File: src/rtl/axi_read_bus_rr_pkg.sv
// Shared constants for the N-to-1 AXI3 read interconnect: state encoding,
// AXI field widths and arbitration mode selectors.
package axi_read_bus_rr_pkg;

    localparam int unsigned LEN_W   = 4;
    localparam int unsigned SIZE_W  = 3;
    localparam int unsigned BURST_W = 2;
    localparam int unsigned LOCK_W  = 2;
    localparam int unsigned CACHE_W = 4;
    localparam int unsigned PROT_W  = 3;
    localparam int unsigned RESP_W  = 2;
    localparam int unsigned CNT_W   = LEN_W + 1;

    localparam logic [1:0] ST_IDLE = 2'd0;
    localparam logic [1:0] ST_ADDR = 2'd1;
    localparam logic [1:0] ST_DATA = 2'd2;

    localparam bit ARB_FIXED = 1'b0;
    localparam bit ARB_RR    = 1'b1;

endpackage

File: src/rtl/axi_read_bus_rr_arbiter.sv
// One-hot winner select: round-robin starting after ptr, or lowest index first.
module axi_read_bus_rr_arbiter
    import axi_read_bus_rr_pkg::*;
#(
    parameter int unsigned NUM_M = 3,
    parameter int unsigned IDX_W = $clog2(NUM_M),
    parameter bit          RR_EN = ARB_RR
) (
    input  logic [NUM_M-1:0] req,
    input  logic [IDX_W-1:0] ptr,
    output logic [NUM_M-1:0] winner_c,
    output logic [IDX_W-1:0] winner_idx_c
);

    logic [IDX_W-1:0] cand;
    logic             found;

    // Scan candidates in priority order; first requester wins.
    always_comb begin
        winner_c     = '0;
        winner_idx_c = '0;
        found        = 1'b0;
        cand         = '0;
        for (int unsigned k = 0; k < NUM_M; k++) begin
            if (RR_EN) cand = IDX_W'((32'(ptr) + 32'd1 + k) % NUM_M);
            else       cand = IDX_W'(k);
            if (!found && req[cand]) begin
                found          = 1'b1;
                winner_c[cand] = 1'b1;
                winner_idx_c   = cand;
            end
        end
    end

endmodule

File: src/rtl/axi_read_bus_rr.sv
// N-master to 1-slave AXI3 read interconnect; grant held from AR handshake
// through the last R beat, with an R-channel beat-count/ID checker.
module axi_read_bus_rr
    import axi_read_bus_rr_pkg::*;
#(
    parameter int unsigned NUM_M  = 3,
    parameter int unsigned ID_W   = 4,
    parameter int unsigned ADDR_W = 32,
    parameter int unsigned DATA_W = 32,
    parameter bit          RR_EN  = ARB_RR
) (
    input  logic                      clk,
    input  logic                      rst_n,
    output logic                      busy,
    output logic                      proto_err,
    output logic [ID_W-1:0]           arid,
    output logic [ADDR_W-1:0]         araddr,
    output logic [LEN_W-1:0]          arlen,
    output logic [SIZE_W-1:0]         arsize,
    output logic [BURST_W-1:0]        arburst,
    output logic [LOCK_W-1:0]         arlock,
    output logic [CACHE_W-1:0]        arcache,
    output logic [PROT_W-1:0]         arprot,
    output logic                      arvalid,
    input  logic                      arready,
    input  logic [ID_W-1:0]           rid,
    input  logic [DATA_W-1:0]         rdata,
    input  logic [RESP_W-1:0]         rresp,
    input  logic                      rlast,
    input  logic                      rvalid,
    output logic                      rready,
    input  logic [NUM_M-1:0]          m_req,
    output logic [NUM_M-1:0]          m_grnt,
    input  logic [NUM_M*ID_W-1:0]     m_arid,
    input  logic [NUM_M*ADDR_W-1:0]   m_araddr,
    input  logic [NUM_M*LEN_W-1:0]    m_arlen,
    input  logic [NUM_M*SIZE_W-1:0]   m_arsize,
    input  logic [NUM_M*BURST_W-1:0]  m_arburst,
    input  logic [NUM_M*LOCK_W-1:0]   m_arlock,
    input  logic [NUM_M*CACHE_W-1:0]  m_arcache,
    input  logic [NUM_M*PROT_W-1:0]   m_arprot,
    input  logic [NUM_M-1:0]          m_arvalid,
    output logic [NUM_M-1:0]          m_arready,
    output logic [NUM_M*ID_W-1:0]     m_rid,
    output logic [NUM_M*DATA_W-1:0]   m_rdata,
    output logic [NUM_M*RESP_W-1:0]   m_rresp,
    output logic [NUM_M-1:0]          m_rlast,
    output logic [NUM_M-1:0]          m_rvalid,
    input  logic [NUM_M-1:0]          m_rready
);

    localparam int unsigned IDX_W = $clog2(NUM_M);

    logic [1:0]         state, state_nxt;
    logic [IDX_W-1:0]   gnt_idx, rr_ptr, winner_idx_c;
    logic [NUM_M-1:0]   winner_c, ar_sel, r_sel;
    logic [CNT_W-1:0]   beat_cnt, cnt_nxt, len_p1;
    logic [ID_W-1:0]    cap_id;
    logic [LEN_W-1:0]   cap_len;
    logic               beat, beat_err, ar_hs;

    logic [ID_W-1:0]    s_arid    [NUM_M];
    logic [ADDR_W-1:0]  s_araddr  [NUM_M];
    logic [LEN_W-1:0]   s_arlen   [NUM_M];
    logic [SIZE_W-1:0]  s_arsize  [NUM_M];
    logic [BURST_W-1:0] s_arburst [NUM_M];
    logic [LOCK_W-1:0]  s_arlock  [NUM_M];
    logic [CACHE_W-1:0] s_arcache [NUM_M];
    logic [PROT_W-1:0]  s_arprot  [NUM_M];

    axi_read_bus_rr_arbiter #(
        .NUM_M (NUM_M),
        .IDX_W (IDX_W),
        .RR_EN (RR_EN)
    ) u_arb (
        .req          (m_req),
        .ptr          (rr_ptr),
        .winner_c     (winner_c),
        .winner_idx_c (winner_idx_c)
    );

    assign ar_sel = m_grnt & {NUM_M{state == ST_ADDR}};
    assign r_sel  = m_grnt & {NUM_M{state == ST_DATA}};

    // Per-master slices: unpack AR requests, gate R responses to the owner only.
    for (genvar i = 0; i < NUM_M; i++) begin : g_slice
        assign s_arid[i]    = m_arid[i*ID_W +: ID_W];
        assign s_araddr[i]  = m_araddr[i*ADDR_W +: ADDR_W];
        assign s_arlen[i]   = m_arlen[i*LEN_W +: LEN_W];
        assign s_arsize[i]  = m_arsize[i*SIZE_W +: SIZE_W];
        assign s_arburst[i] = m_arburst[i*BURST_W +: BURST_W];
        assign s_arlock[i]  = m_arlock[i*LOCK_W +: LOCK_W];
        assign s_arcache[i] = m_arcache[i*CACHE_W +: CACHE_W];
        assign s_arprot[i]  = m_arprot[i*PROT_W +: PROT_W];

        assign m_rid[i*ID_W +: ID_W]         = r_sel[i] ? rid   : '0;
        assign m_rdata[i*DATA_W +: DATA_W]   = r_sel[i] ? rdata : '0;
        assign m_rresp[i*RESP_W +: RESP_W]   = r_sel[i] ? rresp : '0;
        assign m_rlast[i]                    = r_sel[i] & rlast;
        assign m_rvalid[i]                   = r_sel[i] & rvalid;
    end

    assign m_arready = ar_sel & {NUM_M{arready}};

    always_comb begin
        arid    = '0;
        araddr  = '0;
        arlen   = '0;
        arsize  = '0;
        arburst = '0;
        arlock  = '0;
        arcache = '0;
        arprot  = '0;
        arvalid = 1'b0;
        if (state == ST_ADDR) begin
            arid    = s_arid[gnt_idx];
            araddr  = s_araddr[gnt_idx];
            arlen   = s_arlen[gnt_idx];
            arsize  = s_arsize[gnt_idx];
            arburst = s_arburst[gnt_idx];
            arlock  = s_arlock[gnt_idx];
            arcache = s_arcache[gnt_idx];
            arprot  = s_arprot[gnt_idx];
            arvalid = m_arvalid[gnt_idx];
        end
    end

    assign rready   = (state == ST_DATA) & m_rready[gnt_idx];
    assign busy     = (state != ST_IDLE);
    assign ar_hs    = arvalid & arready;
    assign beat     = (state == ST_DATA) & rvalid & rready;
    assign cnt_nxt  = beat_cnt + CNT_W'(1);
    assign len_p1   = CNT_W'(cap_len) + CNT_W'(1);
    // Wrong ID, or rlast disagreeing with whether this is the final beat.
    assign beat_err = (rid != cap_id) | (rlast != (cnt_nxt == len_p1));

    always_ff @(posedge clk or negedge rst_n) begin
        if (!rst_n) state <= ST_IDLE;
        else        state <= state_nxt;
    end

    // An accepted AR wins over a same-cycle request drop: the slave owes us data.
    always_comb begin
        state_nxt = state;
        case (state)
            ST_IDLE: if (|m_req) state_nxt = ST_ADDR;
            ST_ADDR: begin
                if (ar_hs)                 state_nxt = ST_DATA;
                else if (!m_req[gnt_idx])  state_nxt = ST_IDLE;
            end
            ST_DATA: if (beat && rlast) state_nxt = ST_IDLE;
            default: state_nxt = ST_IDLE;
        endcase
    end

    always_ff @(posedge clk or negedge rst_n) begin
        if (!rst_n) begin
            m_grnt    <= '0;
            gnt_idx   <= '0;
            rr_ptr    <= IDX_W'(NUM_M - 1);
            beat_cnt  <= '0;
            cap_id    <= '0;
            cap_len   <= '0;
            proto_err <= 1'b0;
        end else begin
            proto_err <= beat & beat_err;
            if (state == ST_IDLE && state_nxt == ST_ADDR) begin
                m_grnt  <= winner_c;
                gnt_idx <= winner_idx_c;
            end else if (state != ST_IDLE && state_nxt == ST_IDLE) begin
                m_grnt  <= '0;
            end
            if (state == ST_ADDR && ar_hs) begin
                cap_id   <= arid;
                cap_len  <= arlen;
                beat_cnt <= '0;
            end else if (beat) begin
                beat_cnt <= cnt_nxt;
            end
            if (RR_EN && beat && rlast) rr_ptr <= gnt_idx;
        end
    end

endmodule
File: config.mk
export PLATFORM = sky130hd
export DESIGN_NAME = axi_read_bus_rr
export DESIGN_NICKNAME = d
export VERILOG_FILES = /design/src/rtl/axi_read_bus_rr_pkg.sv /design/src/rtl/axi_read_bus_rr_arbiter.sv /design/src/rtl/axi_read_bus_rr.sv
export SDC_FILE = /design/constraint.sdc
export NUM_CORES = 1
export LEC_CHECK = 0
export CORE_AREA = 5 5 153 155
export DETAILED_ROUTE_END_ITERATION = 10
export DIE_AREA = 0 0 158 160
export GPL_ROUTABILITY_DRIVEN = 1
export PLACE_DENSITY = 0.55
export SLEW_MARGIN = 5
export SYNTH_ARGS = -nofsm -noshare
export SYNTH_HDL_FRONTEND = slang
export SYNTH_HIERARCHICAL = 1
export SYNTH_SLANG_ARGS = --single-unit
File: constraint.sdc
create_clock -name clk -period 1.88 [get_ports clk]
set_input_delay 0.282 -clock clk [delete_from_list [all_inputs] [get_ports clk]]
set_output_delay 0.282 -clock clk [all_outputs]
set_load 0.01 [all_outputs]
# ---- Yosys cells after proc, flatten, opt, wreduce, memory -nomap -nowiden
# Index checks and enable logic that the tools add are counted.
dict set report op_classes {
  bitwise_logic 18
  add_sub_neg 5
  n_lt_le_gt_ge 8
  eq_ne 6
  n_div 3
  reduce_logical 17
  n_mux 77
}
# operator count
set ops {}
lappend ops {{32-bit 2-to-1 mux} 6}
lappend ops {{32-bit by 2-bit modulo with 32-bit output, second input constant} 3}
lappend ops {{32-bit binary-select mux with 2-bit select} 1}
lappend ops {{4-bit 2-to-1 mux} 12}
lappend ops {{3-bit 2-to-1 mux} 11}
lappend ops {{32-bit by 1-bit adder with 32-bit output, second input constant} 1}
lappend ops {{32-bit by 2-bit adder with 32-bit output, second input constant} 1}
lappend ops {{2-bit 2-to-1 mux} 16}
lappend ops {{4-bit binary-select mux with 2-bit select} 3}
lappend ops {{1-bit binary-select mux with 2-bit select} 6}
lappend ops {{3-bit binary-select mux with 2-bit select} 2}
lappend ops {{2-bit by 3-bit less-than comparator with 1-bit output, second input constant} 4}
lappend ops {{1-bit 2-to-1 mux} 12}
lappend ops {{1-bit AND} 11}
lappend ops {{5-bit 2-to-1 mux} 2}
lappend ops {{3-bit AND} 3}
lappend ops {{1-bit logical AND} 9}
lappend ops {{2-bit binary-select mux with 2-bit select} 2}
lappend ops {{1-bit demux with 2-bit select} 3}
lappend ops {{2-bit by 1-bit greater-or-equal comparator with 1-bit output, second input constant} 3}
lappend ops {{3-bit bitwise OR} 2}
lappend ops {{2-bit case mux with 3 select lines} 1}
lappend ops {{2-bit nonzero test} 3}
lappend ops {{4-bit by 1-bit adder with 5-bit output, second input constant} 1}
lappend ops {{13 further kinds} 16}
dict set report totals {
  register_bits 23
}

# ---- Longest topological paths before layout
dict set report logic_depth {
  depth_word 12
  depth_mapped 8
}

# ---- By module
# Netlist, hierarchy kept.
# mod area_per_inst_um2 n_inst cells_each
set modules_own_cells {}
lappend modules_own_cells {axi_read_bus_rr 3423.3 1 505}
lappend modules_own_cells {axi_read_bus_rr_arbiter 280.3 1 35}

# ---- Worst setup path before layout
# No wires, ideal clock.
dict set report synth_path {
  path_kind {flip-flop to flip-flop}
  start {reg rr_ptr[1]}
  end {reg gnt_idx[1]}
  path_buffers 0
  setup_slack_ps 6
  stages_incl_launch_ff 6
  setup_ps 125
  arrival_time_ps 1749
  cell_sequence {dfstp_2 ha_1 mux2i_1 o21ai_4 mux2_2 mux2_2}
}
dict set report synth_via {
  elab_chain_cells 11
  word_cells_on_any_way 21
  cone_classes {add/sub: 3; div: 3; mux: 11; reduce/logical: 4}
}
# element line
set synth_rtl {}
lappend synth_rtl {{from (decl)} axi_read_bus_rr.sv:55} ;# logic [IDX_W-1:0] gnt_idx, rr_ptr, winner_idx_c;
lappend synth_rtl {{from (signal assigned)} axi_read_bus_rr.sv:160} ;# rr_ptr <= IDX_W'(NUM_M - 1);
lappend synth_rtl {{from (signal assigned)} axi_read_bus_rr.sv:180} ;# if (RR_EN && beat && rlast) rr_ptr <= gnt_idx;
lappend synth_rtl {{2-bit by 1-bit adder with 3-bit output *} axi_read_bus_rr_arbiter.sv:25} ;# if (RR_EN) cand = IDX_W'((32'(ptr) + 32'd1 + k) % NUM_M);
lappend synth_rtl {{branches (longest 9 deep; another with 32-bit by 1-bit adder with 32-bit output)} --}
lappend synth_rtl {{2-bit 2-to-1 mux *} axi_read_bus_rr_arbiter.sv:27} ;# if (!found && req[cand]) begin
lappend synth_rtl {{net winner_idx_c[1]} axi_read_bus_rr.sv:55}
lappend synth_rtl {{to (signal assigned)} axi_read_bus_rr.sv:169} ;# gnt_idx <= winner_idx_c;
lappend synth_rtl {{to (decl)} axi_read_bus_rr.sv:55}
# Mark *: on every way through the listed nets, which the timed path passes. The select of a mux whose other input is x is not followed.
# A chain may end at the register's enable or synchronous reset.

# ---- Final worst setup path
dict set report layout_path {
  start {reg gnt_idx[1]}
  end {out araddr[22]}
}
dict set report layout_via {
  elab_chain_cells 5
}
# element line
set layout_rtl {}
lappend layout_rtl {{2-bit NOT with 3-bit output (implied by the code)} axi_read_bus_rr.sv:117} ;# araddr = s_araddr[gnt_idx];
lappend layout_rtl {{32-bit binary-select mux with 2-bit select} axi_read_bus_rr.sv:117}
lappend layout_rtl {{32-bit 2-to-1 mux (implied by the code) (2 in a row)} axi_read_bus_rr.sv:117}
lappend layout_rtl {{32-bit 2-to-1 mux} axi_read_bus_rr.sv:115} ;# if (state == ST_ADDR) begin
lappend layout_rtl {{to (decl)} axi_read_bus_rr.sv:17} ;# output logic [ADDR_W-1:0] araddr,
# No other way between the ends. The select of a mux whose other input is x is not followed.

==> summary.txt <==
Placement
  • Final GP Congestion: 0.884
  • Half-perimeter wire length after placement: between 15 and 20 mm
  • Port buffer count: about 400

Final layout
  • Final net count: between 1000 and 1500
  • Final core utilization: 40.8%
  • Layout cells sized above 1: about a third
  • Area grow syn2layout: 139%
  • Ant. Diodes: 0

Synth
  • Yosys reg bits: 23
  • Top FF cell, synth: dfrtp_1
  • YS warnings: 6
  • Syn Area/Cell: 6.86 µm²
  • Yosys top cell area share: between 20% and 30%
  • Post-synth ARST share: 100%
  • Synthesized area: about 0.0037 mm²
  • Mapped Nets: 760
  • Post-synth cell types: 50
  • EDFF count, synth: 0
  • Count leader, synth: and3_1
  • Synth area leaders: and3_1 21%, mux2i_1 16%, dfrtp_1 15%, nor2_1 11%, a21oi_1 7.7%
  • Register area share after synthesis: roughly 16%
  • Yosys top cell by area: and3_1
  • Synth Instances: 540
  • Post-synth top cells: 123 x and3_1, 112 x nor2_1, 61 x mux2i_1

Timing
  • Min Tclk post-route: around 2000 ps
  • Worst-margin pin slew: 393 ps
  • Hold Fails Final Rpt: 0
  • Max-slew violations: 0
  • Headroom to the max-slew limit: around 74%
  • WHS: 385 ps
  • Final setup violation count: 43
  • F_max: between 500 and 600 MHz
  • Final WS setup: -112 ps
  • Clock Skew: around 4.3 ps
  • RSZ-0062 raised after global routing: true
  • Final period utilization: 106%

Critical path
  • Critical Path Fanout Max: 9
  • Worst setup SP type: register
  • CP required: between 1500 and 2000 ps
  • Setup CP Type: reg2out
  • CP endpoint kind: output port
  • Worst path arrival time: between 1500 and 2000 ps

Clock network
  • Hold buffer count at cts: 0
  • Clk_lat worst skew: between 200 and 300 ps
  • CTS tree: built
  • H-tree depth: 1
  • Clock-pin slew on the worst setup and hold paths: roughly 60 ps
  • Cts bufs inserted: 3
  • CTS Buffer Depth: 2
  • Clock root cell: clkbuf_16
  • Clock net sink count: 23

Worst hold path
  • HP Class: in2async

Drt
  • DR vias/cell: 4.49
  • Initial DRT Pass Iterations: 4
  • Vias: roughly 5700
  • Antenna-violating nets left: 0
  • Routed WL per cell: 18.7 µm
  • WL final: around 24 mm
  • # DRC: 0
  • DRT iter0 DRCs: 177

Global routing
  • Pin count of the biggest net entering global routing: 43
  • Vias in the first global route: 5765
  • Initial antenna violation count: 0
  • Global-route wire length before repair: approximately 34 mm
  • Global Route Usage Sum: 16.7%
  • Grt ovf: 0

Floorplan
  • Row Count: 54
  • Die width: 158 µm
  • Die ar.: ~0.025 mm²
  • Ports: roughly 400
  • Core Region: approximately 0.022 mm²
  • Initial Util: between 15 and 20%
  • Die span in y: 160 µm

Pwr
  • PwrDens: 1090 mW/mm²
  • Static Leak: 4.29 nW
  • Maximum vdd ir drop: 0.000580 V

Status
  • Status: finished with violations
  • Violated checks: setup timing

Run
  • Max cap viols: 0
[repair_timing]
action,in CTS,in global routing
setup buffers,20,9
gates cloned,5,5
pin swaps,21,43
resized for setup,478,214
endpoints found under the setup margin,199,188
hold endpoints to repair,0,0
[layer usage]
metal / track usage [%] / part of all wire [%]
met4: 2.44 / 1.5
met1: 17.9 / 37
met2: 32.7 / 52
met5: 0 / 0
met3: 4.68 / 9.7
[cell type report]
cell class                 count  area, µm²
inverter                       6       26.3
fill                        2305      12800
sequential                    23        583
clock buffer                   4       78.8
tap                          280        350
timing repair buffer         499       4590
multi-input combinational    458       3220
[cells by family after synthesis]
group                      Yosys count  synth area share (%)
muxes                               66                  18.0
xor gates and xnor gates            14                  3.68
adders and majority gates            6                  2.03
DFF                                 23                  15.6
buffers and inverters               59                  6.66
and+or+nand+nor                    278                  38.9
AOI/OAI and AO/OA                   94                  15.2
[placed cells by master (no fill, tap or decap), types with 11 or more instances in the layout]
master	instances
a21oi_1	29
a21oi_2	25
and3_1	123
buf_12	17
buf_2	55
buf_4	55
buf_6	17
clkbuf_2	73
clkdlybuf4s15_1	17
clkdlybuf4s15_2	29
clkdlybuf4s50_1	217
dfrtp_1	19
mux2i_1	53
nand2_1	12
nor2_1	109
o21ai_0	11
[flip-flops by register name, indices dropped and copies added (netlist names)]
name       flops
cap_len        4
m_grnt         3
cap_id         4
beat_cnt       5
gnt_idx        2
proto_err      1
state          2
rr_ptr         2
[through the flow]
step / power [mW] / area (µm²) / worst slack [ps] / instances / TNS [ps]
finish: 9.65 / 8840 / -112 / 1270 / -1870
floorplan: 4.25 / 3700 / 6.34 / 540 / 0
global placement: 8.26 / 8490 / -235 / 1232 / -13710
global route: 10.4 / 8840 / -199 / 1270 / -7260
CTS: 9.28 / 8790 / -131 / 1260 / -3010
detailed placement: 8.25 / 8490 / -266 / 1232 / -15440
[power breakdown]
| group | internal, mW | switching (mW) | total (mW) |
|---|---|---|---|
| sequential | 0.668 | 0.159 | 0.827 |
| clock | 0.290 | 0.180 | 0.470 |
| combinational | 4.31 | 4.05 | 8.36 |
[final timing paths]
path	from	endpoint	slack (ps)	cells past startpoint
min reg2reg	cap_id[2]	cap_id[2]	500	2
max in group asynchronous	rst_n	rr_ptr[1]	1200	2
min in group clk	cap_id[2]	cap_id[2]	500	2
max reg2reg	gnt_idx[1]	m_grnt[0]	-40	6
min	rst_n	proto_err	390	2
max	gnt_idx[1]	araddr[22]	-110	8
[worst max-delay path: stages (launching register included)]
cell     delay (ps)
dfrtp_4         530
buf_8           160
buf_12          140
buf_6           110
mux2i_1         130
nor2_1           70
a21oi_1         130
nor2_1           50
buf_2           130
Note: power is estimated with default switching activity, not from simulation.
==> patch 1 (config.mk and constraints unchanged) <==
Make the reset (`rst_n`) synchronous in 2 clocked blocks.
--- a/src/rtl/axi_read_bus_rr.sv
+++ b/src/rtl/axi_read_bus_rr.sv
@@ -134,7 +134,7 @@
     // Wrong ID, or rlast disagreeing with whether this is the final beat.
     assign beat_err = (rid != cap_id) | (rlast != (cnt_nxt == len_p1));
 
-    always_ff @(posedge clk or negedge rst_n) begin
+    always_ff @(posedge clk) begin
         if (!rst_n) state <= ST_IDLE;
         else        state <= state_nxt;
     end
@@ -153,7 +153,7 @@
         endcase
     end
 
-    always_ff @(posedge clk or negedge rst_n) begin
+    always_ff @(posedge clk) begin
         if (!rst_n) begin
             m_grnt    <= '0;
             gnt_idx   <= '0;
Formal check against the unedited RTL: differs if rst_n is asserted again (counterexample within 4 cycles, from zero or initial values and one cycle with rst_n low); with rst_n held inactive, the same outputs for 4 cycles.
==> patch 1 against the original RTL <==
The run still ends with setup timing left. Cell area increased by 5.3%. Sequential cell count unchanged. Critical endpoint is now arid[3]. Synthesized area decreased by 1.1%. Routed wire length decreased by 0.73%. Sequential share of layout area decreased by 1.4 points. Setup slack improved by 26 ps. Largest cell class unchanged.
Power is left out: it rests on default switching activity, and per cell area and clock period it moved more than threefold.
==> patch 1: results (changes against the original RTL) <==
stage,metric,value,unit,change
worst_setup_path,critPathLaunch,gnt_idx[0],,was gnt_idx[1]
finish,nets,1253,,was 1211
worst_setup_path,cp.arrival,1680,ps,was 1710 ps
routing,vias,5843,,was 5701
sta,finalSetupViolCount,19,,was 43
global_routing,grtUsageMet2,0.3266,,was 0.3272
sta,worstMarginPinSlew,332.1,ps,was 392.8 ps
yosys,synth_async_sr_flop_share,0,,was 1.000
worst_setup_path,rr_startpoint,beat_cnt[0],,was gnt_idx[1]
worst_setup_path,slowest_stage,dfxtp_4,,was dfrtp_4
yosys,netlist_top_cells_count,"and3_1 (127), nor2_1 (116), mux2i_1 (65)",,"was and3_1 (123), nor2_1 (112), mux2i_1 (61)"
sta,setup_ws,-86.04,ps,was -112.0 ps
global_routing,track_usage,0.1672,,about the same
global_routing,met1_usage,0.1712,,was 0.1786
status,outcome,finished with violations,,unchanged
yosys,ys_types,42,,was 50
global_routing,use_met3,0.04195,,was 0.04682
routing,routedWlPerCell,17.99,µm,was 18.74 µm
place,pre_cts_slack,-189.1,ps,was -265.6 ps
place,placed_cells,1246,,was 1232
routing,wl_met1,8.333,mm,was 8.735 mm
status,violations,setup timing,,unchanged
yosys,synth_fp_nets,771,,was 760
routing,wl_met3,2.276,mm,was 2.299 mm
worst_hold_path,hp-class,flip-flop to flip-flop,,was input pin to asynchronous set/reset pin
cts,cts_resized,465,,was 478
patch 1: cell count changes in the layout (fill, tap and decap cells not counted), moves of 6 or more:
cell / before / now
dlygate4sd2_1: 4 / 55
buf_6: 17 / 30
dfxtp_2: 0 / 6
buf_4: 55 / 79
nand4_1: 1 / 8
dfrtp_1: 19 / 0
dfxtp_1: 0 / 13
clkbuf_2: 73 / 12
clkdlybuf4s15_1: 17 / 26
o211a_1: 0 / 8
o21ai_0: 11 / 1
patch 1: cells by family after synthesis:
group,Yosys count,share of synthesized area
AO/OA/AOI/OAI,87,0.1503
XOR/XNOR,17,0.04952
adder cells (fa/ha/maj),6,0.02049
buffers and inverters,60,0.06421
flip-flops,23,0.1257
multiplexers,66,0.1807
AND/OR/NAND/NOR,292,0.4092
patch 1: critical path: cells and delay by family (launching register included):
kind	cells	cell delay, ps
compound gates	1	130
mux	1	160
buf+inv	5	650
simple gates	2	130
flops	1	360
patch 1: worst min path at each step:
| stage | from | endpoint | slack (ps) | cells past startpoint |
|---|---|---|---|---|
| floorplan | rst_n | m_grnt[2] | 460 | 2 |
| global placement | cap_id[3] | cap_id[3] | 500 | 1 |
| detailed placement | m_grnt[2] | m_grnt[2] | 510 | 2 |
| finish | m_grnt[2] | m_grnt[2] | 520 | 2 |
| CTS | m_grnt[2] | m_grnt[2] | 520 | 2 |
| global route | m_grnt[2] | m_grnt[2] | 560 | 2 |
patch 1: final cells by class:
| class | instances | area (µm²) |
|---|---|---|
| fill | 2269 | 12370 |
| timing repair buffer | 533 | 5094 |
| multi-input combinational | 468 | 3293 |
| sequential | 23 | 483.0 |
| tap | 280 | 350.3 |
| clock buffer | 3 | 75.07 |
| inverter | 4 | 15.01 |
| clock inverter | 1 | 5.005 |
| antenna | 1 | 2.502 |
==> patch 2 (config.mk and constraints unchanged) <==
Without the edit above. `NUM_M` is set to 3 in 2 places; all go to 2.
--- a/src/rtl/axi_read_bus_rr_arbiter.sv
+++ b/src/rtl/axi_read_bus_rr_arbiter.sv
@@ -2,7 +2,7 @@
 module axi_read_bus_rr_arbiter
     import axi_read_bus_rr_pkg::*;
 #(
-    parameter int unsigned NUM_M = 3,
+    parameter int unsigned NUM_M = 2,
     parameter int unsigned IDX_W = $clog2(NUM_M),
     parameter bit          RR_EN = ARB_RR
 ) (
--- a/src/rtl/axi_read_bus_rr.sv
+++ b/src/rtl/axi_read_bus_rr.sv
@@ -3,7 +3,7 @@
 module axi_read_bus_rr
     import axi_read_bus_rr_pkg::*;
 #(
-    parameter int unsigned NUM_M  = 3,
+    parameter int unsigned NUM_M  = 2,
     parameter int unsigned ID_W   = 4,
     parameter int unsigned ADDR_W = 32,
     parameter int unsigned DATA_W = 32,
Interface: changed (18 resized); port bits go from 398 to 299. The function was not compared with the original's and may differ.
==> patch 2 against the original RTL <==
Routed wire length is 41% lower. Power is 36% lower. Sequential power is 14% lower. The run still ends with setup timing left. Largest cell class unchanged. Synthesized area is 33% lower. Cell area is 30% lower. Sequential cell count is 3 lower. Setup slack better by 110 ps. Sequential share of layout area is 1.6 points higher.
==> patch 2: results (changes against the original RTL) <==
stage,metric,value,unit,change
worst_setup_path,ff2ff_setup_slack,30,ps,was -40 ps
worst_setup_path,reg2reg_depth,7,,was 6
pwr,p_leak,3.001,nW,was 4.295 nW
global_routing,track_usage,0.1001,,was 0.1672
worst_setup_path,r2r-end,rr_ptr,,was m_grnt[0]
sta,setup_ws,-1.041,ps,was -112.0 ps
status,outcome,finished with violations,,unchanged
sta,finClkSkew,6.300,ps,was 4.304 ps
global_routing,grt_max_degree,29,,was 43
sta,slew_headroom,0.8000,,was 0.7371
global_routing,grt_pass1_vias,3594,,was 5765
finish,drive_above_1_share,0.2692,,was 0.3424
place,pre_cts_slack,-159.4,ps,was -265.6 ps
yosys,syn_inst,328,,was 540
pwr,swShare,0.4087,,was 0.4549
worst_setup_path,path_max_fanout,6,,was 9
cts,clk_root_buffer_cell,clkbuf_16,,unchanged
worst_setup_path,cp.arrival,1600,ps,was 1710 ps
place,io_buffers,298,,was 397
yosys,yosys-top-cells-area,"mux2i_1 (24%), and2_1 (20%), dfrtp_1 (19%)",,"was and3_1 (21%), mux2i_1 (16%), dfrtp_1 (15%)"
sta,fin_tns_setup,-1.041,ps,was -1875 ps
worst_setup_path,critPathLaunch,gnt_idx,,was gnt_idx[1]
yosys,yosysSeqAreaShare,0.2032,,was 0.1557
finish,nets,825,,was 1211
yosys,netlist_top_cells_count,"and2_1 (80), nor2_1 (61), mux2i_1 (59)",,"was and3_1 (123), nor2_1 (112), mux2i_1 (61)"
place,gp_congestion,0.7284,,was 0.8840
finish,layoutNonFillerInstCount,946,,was 1270
place,placed_cells,922,,was 1232
routing,drt-initial-drc-count,73,,was 177
cts,cts_htree_levels,1,,unchanged
sta,finalSetupViolCount,1,,was 43
yosys,ys_types,37,,was 50
global_routing,grt_pass1_wl,19.89,mm,was 33.64 mm
yosys,synth_fp_nets,487,,was 760
routing,vias,3507,,was 5701
finish,fillCellCount,2373,,was 2305
place,dpl.hpwl,11.37,mm,was 18.87 mm
pwr,vdd_drop_max,0.5462,mV,was 0.5797 mV
routing,wirelength,14.07,mm,was 23.80 mm
cts,cts_made_buffers,3,,unchanged
status,violations,setup timing,,unchanged
==> patch 2: changes by cell type in the layout (fill, tap and decap cells not counted), moves of 26 or more <==
cell,delta
and3_1,-121
and2_1,+79
clkdlybuf4s50_1,-58
nor2_1,-51
buf_2,-33
clkdlybuf4s15_2,-28
dlygate4sd2_1,+27
a21oi_1,-26
==> patch 2: layout make-up <==
| cell class | instances | area (µm²) | share of cell area |
|---|---|---|---|
| Clock buffer | 3 | 75.07 | 0.01209 |
| Antenna cell | 1 | 2.502 | 0.0004030 |
| Tap cell | 280 | 350.3 | 0.05642 |
| Multi-Input combinational cell | 281 | 2009 | 0.3236 |
| Inverter | 3 | 11.26 | 0.001813 |
| Timing Repair Buffer | 357 | 3224 | 0.5192 |
| Clock inverter | 1 | 30.03 | 0.004836 |
| Sequential cell | 20 | 506.7 | 0.08160 |
==> patch 2: how the worst max path moves through the flow <==
stage                endpoint  cells past startpoint
floorplan           proto_err                      6
global placement     arlen[1]                      4
detailed placement    arid[0]                      4
CTS                 arsize[2]                      5
global route           rready                      5
finish                 rready                      5
==> patch 2: logic make-up after synthesis <==
family	share of synthesized area
xor gates and xnor gates	0.05829
buffers and inverters	0.04511
AOI/OAI and AO/OA	0.04258
muxes	0.2484
and+or+nand+nor	0.3923
DFF	0.2032
adders and majority gates	0.01014
==> patch 2: repair_timing <==
action                     4_1_cts  5_1_grt
hold buffers                     0        0
pin swaps                        2        5
buffers inserted                 8        5
setup endpoints to repair      139       82
gates resized for setup        231      173
gates cloned                     3        3
==> patch 2: power by group through the flow <==
stage	Clock [W]	Sequential, W	Combinational [W]
finish	0.000591	0.000710	0.00484
global route	0.000623	0.000732	0.00529
CTS	0.000608	0.000702	0.00471
detailed placement	0	0.000696	0.00462
global placement	0	0.000695	0.00465
floorplan	0	0.000667	0.00199
==> patch 2: per-stage QoR <==
step	instance area [µm²]	total power, W	utilization	hold slack, ps
after CTS	6238	0.006023	0.2876	385.6
after global placement	6106	0.005346	0.2815	484.2
after detailed placement	6106	0.005319	0.2815	491.2
after global routing	6207	0.006650	0.2862	409.9
final	6210	0.006139	0.2863	366.6
after floorplan	2469	0.002662	-	-13.59
==> patch 2: layer usage <==
metal / global-route usage / up-vias / share of wire
met1: 0.1033 / 1530 / 0.35
met2: 0.1933 / 217 / 0.50
li1: - / 1756 / -
met4: 0.01590 / 0 / 0.0073
met3: 0.03708 / 4 / 0.14
met5: 0 / - / 0
==> patch 2: critical path, stage by stage, from the launching register on <==
cell and delay [ps]:
dfrtp_4 510, buf_16 160, buf_8 120, mux2i_4 180, nor3b_2 200, buf_2 180
